<file path="src/rtl/sprite_compositor_pkg.sv">
// Shared types and colour defaults for the sprite compositor.
// Colour is 12-bit RGB 4:4:4; positions are 11-bit signed.
package sprite_compositor_pkg;

  typedef logic [11:0] color_t;
  typedef logic signed [10:0] coord_t;

  typedef enum logic [0:0] {
    ST_EMPTY   = 1'b0,
    ST_PENDING = 1'b1
  } stage_state_t;

  localparam color_t BG_COLOR_DEF    = 12'h000;
  localparam color_t TRANSPARENT_DEF = 12'hF0F;

endpackage

</file>
<file path="src/rtl/sprite_compositor_pos_stage.sv">
// Double-buffered sprite position: loads land in a shadow copy
// and only reach the active copy on a frame boundary.
module sprite_pos_stage
  import sprite_compositor_pkg::*;
(
  input  logic   clk,
  input  logic   rst,
  input  logic   pos_load,
  input  logic   frame_start,
  input  coord_t pos_x,
  input  coord_t pos_y,
  output logic   pos_ack,
  output coord_t active_x,
  output coord_t active_y
);

  stage_state_t state_q, state_d;
  coord_t shadow_x_q, shadow_x_d;
  coord_t shadow_y_q, shadow_y_d;
  coord_t active_x_q, active_x_d;
  coord_t active_y_q, active_y_d;
  logic   ack_q, ack_d;

  always_comb begin
    state_d    = state_q;
    shadow_x_d = shadow_x_q;
    shadow_y_d = shadow_y_q;
    active_x_d = active_x_q;
    active_y_d = active_y_q;
    ack_d      = pos_load;
    // apply first so a same-cycle load lands in the freed shadow
    if (frame_start && state_q == ST_PENDING) begin
      active_x_d = shadow_x_q;
      active_y_d = shadow_y_q;
      state_d    = ST_EMPTY;
    end
    if (pos_load) begin
      shadow_x_d = pos_x;
      shadow_y_d = pos_y;
      state_d    = ST_PENDING;
    end
  end

  always_ff @(posedge clk or posedge rst) begin
    if (rst) begin
      state_q    <= ST_EMPTY;
      shadow_x_q <= '0;
      shadow_y_q <= '0;
      active_x_q <= '0;
      active_y_q <= '0;
      ack_q      <= 1'b0;
    end else begin
      state_q    <= state_d;
      shadow_x_q <= shadow_x_d;
      shadow_y_q <= shadow_y_d;
      active_x_q <= active_x_d;
      active_y_q <= active_y_d;
      ack_q      <= ack_d;
    end
  end

  assign pos_ack  = ack_q;
  assign active_x = active_x_q;
  assign active_y = active_y_q;

endmodule

</file>
<file path="src/rtl/sprite_compositor.sv">
// Two-stage sprite overlay: stage 1 maps raster to sprite-local
// ROM address, stage 2 picks ROM colour or background.
module sprite_compositor
  import sprite_compositor_pkg::*;
#(
  parameter int     SPRITE_SIZE = 64,
  parameter color_t BG_COLOR    = BG_COLOR_DEF,
  parameter color_t TRANSPARENT = TRANSPARENT_DEF
) (
  input  logic         clk,
  input  logic         rst,
  input  logic [9:0]   h_count,
  input  logic [9:0]   v_count,
  input  logic         video_on,
  input  logic         frame_start,
  input  logic         pos_load,
  input  logic [10:0]  pos_x,
  input  logic [10:0]  pos_y,
  output logic         pos_ack,
  output logic [10:0]  rom_row,
  output logic [10:0]  rom_column,
  input  logic [11:0]  rom_q,
  output logic [11:0]  rgb_out,
  output logic         video_on_out,
  output logic         hit_out
);

  localparam logic [10:0] SIZE11 = 11'(SPRITE_SIZE);

  coord_t active_x, active_y;

  sprite_pos_stage u_pos (
    .clk         (clk),
    .rst         (rst),
    .pos_load    (pos_load),
    .frame_start (frame_start),
    .pos_x       (coord_t'(pos_x)),
    .pos_y       (coord_t'(pos_y)),
    .pos_ack     (pos_ack),
    .active_x    (active_x),
    .active_y    (active_y)
  );

  logic signed [11:0] local_col, local_row;
  logic        in_bounds;
  logic [10:0] rom_row_q, rom_row_d;
  logic [10:0] rom_col_q, rom_col_d;
  logic        inb1_q, inb1_d;
  logic        vid1_q, vid1_d;

  always_comb begin
    local_col = $signed({2'b00, h_count})
              - $signed({active_x[10], active_x});
    local_row = $signed({2'b00, v_count})
              - $signed({active_y[10], active_y});
    // sign bit set means left of / above the sprite
    in_bounds = !local_col[11] && !local_row[11]
             && (local_col[10:0] < SIZE11)
             && (local_row[10:0] < SIZE11);
    rom_row_d = in_bounds ? local_row[10:0] : '0;
    rom_col_d = in_bounds ? local_col[10:0] : '0;
    inb1_d    = in_bounds;
    vid1_d    = video_on;
  end

  always_ff @(posedge clk or posedge rst) begin
    if (rst) begin
      rom_row_q <= '0;
      rom_col_q <= '0;
      inb1_q    <= 1'b0;
      vid1_q    <= 1'b0;
    end else begin
      rom_row_q <= rom_row_d;
      rom_col_q <= rom_col_d;
      inb1_q    <= inb1_d;
      vid1_q    <= vid1_d;
    end
  end

  assign rom_row    = rom_row_q;
  assign rom_column = rom_col_q;

  color_t rgb_q, rgb_d;
  logic   vid2_q, vid2_d;
  logic   hit_q, hit_d;

  always_comb begin
    hit_d  = vid1_q && inb1_q && (rom_q != TRANSPARENT);
    vid2_d = vid1_q;
    rgb_d  = '0;
    if (hit_d)       rgb_d = rom_q;
    else if (vid1_q) rgb_d = BG_COLOR;
  end

  always_ff @(posedge clk or posedge rst) begin
    if (rst) begin
      rgb_q  <= '0;
      vid2_q <= 1'b0;
      hit_q  <= 1'b0;
    end else begin
      rgb_q  <= rgb_d;
      vid2_q <= vid2_d;
      hit_q  <= hit_d;
    end
  end

  assign rgb_out      = rgb_q;
  assign video_on_out = vid2_q;
  assign hit_out      = hit_q;

endmodule
</file>
<file path="config.mk">
export PLATFORM = sky130hd
export DESIGN_NAME = sprite_compositor
export DESIGN_NICKNAME = d
export VERILOG_FILES = /design/src/rtl/sprite_compositor_pkg.sv /design/src/rtl/sprite_compositor_pos_stage.sv /design/src/rtl/sprite_compositor.sv
export SDC_FILE = /design/constraint.sdc
export NUM_CORES = 1
export LEC_CHECK = 0
export ABC_AREA = 1
export CORE_MARGIN = 10
export CORE_UTILIZATION = 35
export CTS_CLUSTER_DIAMETER = 100
export DETAILED_ROUTE_END_ITERATION = 12
export GPL_TIMING_DRIVEN = 0
export PLACE_DENSITY = 0.63
export SLEW_MARGIN = 5
export SYNTH_ARGS = -nofsm -noshare
export SYNTH_HDL_FRONTEND = slang
export SYNTH_SLANG_ARGS = --single-unit
</file>
<file path="constraint.sdc">
create_clock -name clk -period 9.29 [get_ports clk]
set_clock_uncertainty 0.2 [all_clocks]
set_input_delay 2.3225 -clock clk [delete_from_list [all_inputs] [get_ports clk]]
set_output_delay 2.3225 -clock clk [all_outputs]
set_load 0.05 [all_outputs]
</file>
==> impl_metrics.tcl <==
set metrics [dict create \
    grt_use_total_pct 12.1 \
    avgSynthCellArea_um2 8.32 \
    layout.cells.non_filler 763 \
    synth_top_area_cell "dfrtp_1" \
    overflow 0 \
    syn2layout_area_growth_pct 35.4 \
    vdd_ir_drop_max_mv 0.0793 \
    cts_buffers 9 \
    dp_hpwl_um 7970 \
    fillers 1126 \
    gp_congestion 0.827 \
    relSlewSlack_pct 57.8 \
    fin_crit_ns 4.53 \
    cts_tree "done" \
    yosysMostFrequentCell "nand2_1" \
    drc 0 \
    setup_viol_count_final 0 \
    ys.warnings.count 0 \
    synth.ff_latch_count 84 \
    fp.dieH_um 129 \
    rsz0062_at_grt "no" \
    vias 3319 \
    drtPass1Iterations 4 \
    grt_pass1_wl_um 16100 \
    required_ns 9.34 \
    leakage_nw 2.83 \
    rows 39 \
    cts_setup_buffers 0 \
    dieWidth_um 129 \
    tns_ns 0 \
    p_per_area_nw_per_um2 175 \
    die-area_um2 16600 \
    htreeDepth 3 \
    start_kind "input pin" \
    synthArstFlopShare_pct 100 \
    multi_input_comb_area_um2 1660 \
    synthTopCellsByArea "dfrtp_1 (51%), nand2_1 (12%), inv_1 (8.8%), ha_1 (6.0%), o21ai_0 (5.4%)" \
    vias_per_cell 4.35 \
    ys.flop_type "dfrtp_1" \
    rrSetupSlack_ns 6.84 \
    cts_buffer_depth 2 \
    critPathArrivalTime_ns 4.57 \
    postCtsHoldBufs 0 \
    crit_chain "clkdlybuf4s50_1 -> inv_1 -> ha_1 -> inv_1 -> fa_1 -> nand2_1 -> nand2_1 -> nand3_1 -> nand2_1 -> nand2_1 -> nand2_1 -> nand2_1 -> nand2_1 -> nor2_2 -> nand2_2 -> buf_6 -> nor3_2" \
    seq_area_um2 2100 \
    worst_pin_slew_ns 0.624 \
    outcome "completed" \
    cap_violations 0 \
    worstSetupPathType "input pin to flip-flop" \
    fmax_ghz 0.221 \
    yosysTopAreaCellShare_pct 50.6 \
    netlist_area_um2 4160 \
    drt-initial-drc-count 126 \
    grt_pass1_vias 3448 \
    ios 96 \
    crit_top_cell "nand2_1" \
    crit_path_max_incr_delay_ns 0.41 \
    cts.sinks 84 \
    insertion_delay_ns 0.33 \
    initial_core_util_pct 36.1 \
    synth_common_cells "nand2_1 (136), inv_1 (98), dfrtp_1 (84)" \
    nets 697 \
    finalHoldViolCount 0 \
    dp.cells 748 \
    slew_viol_final 0 \
    wirelength_um 9580 \
    cts_resized 0 \
    layout-drive-gt1-share_pct 5.65 \
    clkTransAtPathRegs_ns 0.06 \
    diodes 0 \
    io_buffers 95 \
    yosysSeqAreaShare_pct 50.6 \
    synth-edff-count 0 \
    grt_max_degree 51 \
    synth_cells 500 \
    critical_path.endpoint_type "flip-flop" \
    clockRootBuffer "clkbuf_16" \
    finalCritPeriodShare_pct 48.7 \
    wire_per_inst_um 12.6 \
    hold_path.class "flip-flop to flip-flop" \
    cp_max_fo 10 \
    drtAntennaViolNets 0 \
    core_area_um2 11500 \
    antenna_found_initial 0 \
    crit_slowest_cell "fa_1" \
    synth.distinct_cells 26 \
]
-- stage by stage --
stage               hold slack (ns)  setup WS, ns  util (%)  total power [W]  instance area, µm²
floorplan                     0.154          4.60         -         0.000590                4190
global placement              0.166          3.50      46.2         0.000661                5320
detailed placement            0.179          4.39      46.5         0.000669                5350
CTS                           0.186          4.74      48.9          0.00100                5630
global route                  0.190          4.56      48.9          0.00106                5630
finish                        0.181          4.76      48.9         0.000987                5630
-- path summary, 6_finish.rpt --
kind	startpoint	depth (start not counted)	end
max reg2reg	u_pos.active_x[0]	15	rom_column[2]
min	vid1_q	0	video_on_out
max in group asynchronous	rst	3	u_pos.active_x[2]
max	h_count[0]	17	rom_column[2]
min in group asynchronous	rst	2	rom_column[7]
min reg2reg	vid1_q	0	video_on_out
-- worst max-delay path: cells and delay by family --
| family | cells | cell delay (ns) |
|---|---|---|
| buffers and inverters | 4 | 0.72 |
| AND/OR/NAND/NOR | 11 | 0.96 |
| adder cells (fa/ha/maj) | 2 | 0.56 |
-- cells by family (layout without fill, tap and decap cells) --
kind of cell | after synthesis | after routing | share of synthesized area (%)
and+or+nand+nor | 214 | 214 | 22.8
buffers and inverters | 111 | 222 | 10.4
DFF | 84 | 84 | 50.6
AOI/OAI and AO/OA | 60 | 60 | 7.52
adders and majority gates | 22 | 22 | 6.98
xor gates and xnor gates | 8 | 8 | 1.69
other | 1 | 10 | 0.0902
-- sequential cells by signal (all words and copies together) (netlist names) --
register          cells
hit_out               1
inb1_q                1
rgb_out              12
rom_column           11
rom_row              11
u_pos.active_x       11
u_pos.active_y       11
u_pos.pos_ack         1
u_pos.shadow_x_q     11
u_pos.shadow_y_q     11
u_pos.state_q         1
vid1_q                1
video_on_out          1
-- final cells by class --
class,instances,area share (%)
multi-input cells,314,29.4
repair buffers,96,17.4
clock buffers,12,4.56
inverters,99,6.64
plain buffers,12,1.07
flip-flops and latches,84,37.3
clock inverters,3,0.400
well taps,143,3.18
-- placed cells by master, fill, tap and decap left out --
cell type	synthesis	routed
a21oi_1	10	10
buf_16	0	1
nand3_2	1	1
nor2_2	2	2
o21ai_0	45	45
nor2_1	30	30
nand3b_1	3	3
inv_2	1	1
xor2_1	4	4
clkbuf_16	0	9
buf_6	2	2
clkbuf_8	0	2
nand3_1	22	22
clkinvlp_4	0	3
o41ai_1	1	1
clkdlybuf4s50_1	0	95
o21bai_1	1	1
nand4_1	6	6
ha_1	20	20
fa_1	2	2
clkbuf_1	10	11
nor3_1	1	1
xnor2_1	4	4
inv_1	98	97
nor3_2	12	12
nand2_1	136	136
inv_4	0	1
a31oi_1	1	1
a21o_1	2	2
conb_1	1	10
nand2_2	1	1
dfrtp_1	84	84
-- where the power goes --
part / internal, W / leakage, nW / switching, W
Combinational: 0.000101 / 1.64 / 0.000152
Clock: 0.000194 / 0.127 / 0.000134
Sequential: 0.000393 / 1.07 / 0.0000128
Total: 0.000688 / 2.83 / 0.000299
-- routing by layer --
layer / track usage (%) / share of wire [%] / vias to the layer above
li1: - / - / 1758
met2: 20.1 / 48 / 71
met5: 0 / 0 / -
met4: 4.88 / 1.4 / 0
met3: 3.94 / 6.3 / 8
met1: 14.0 / 44 / 1482
Power figures use the tool's default switching activity.
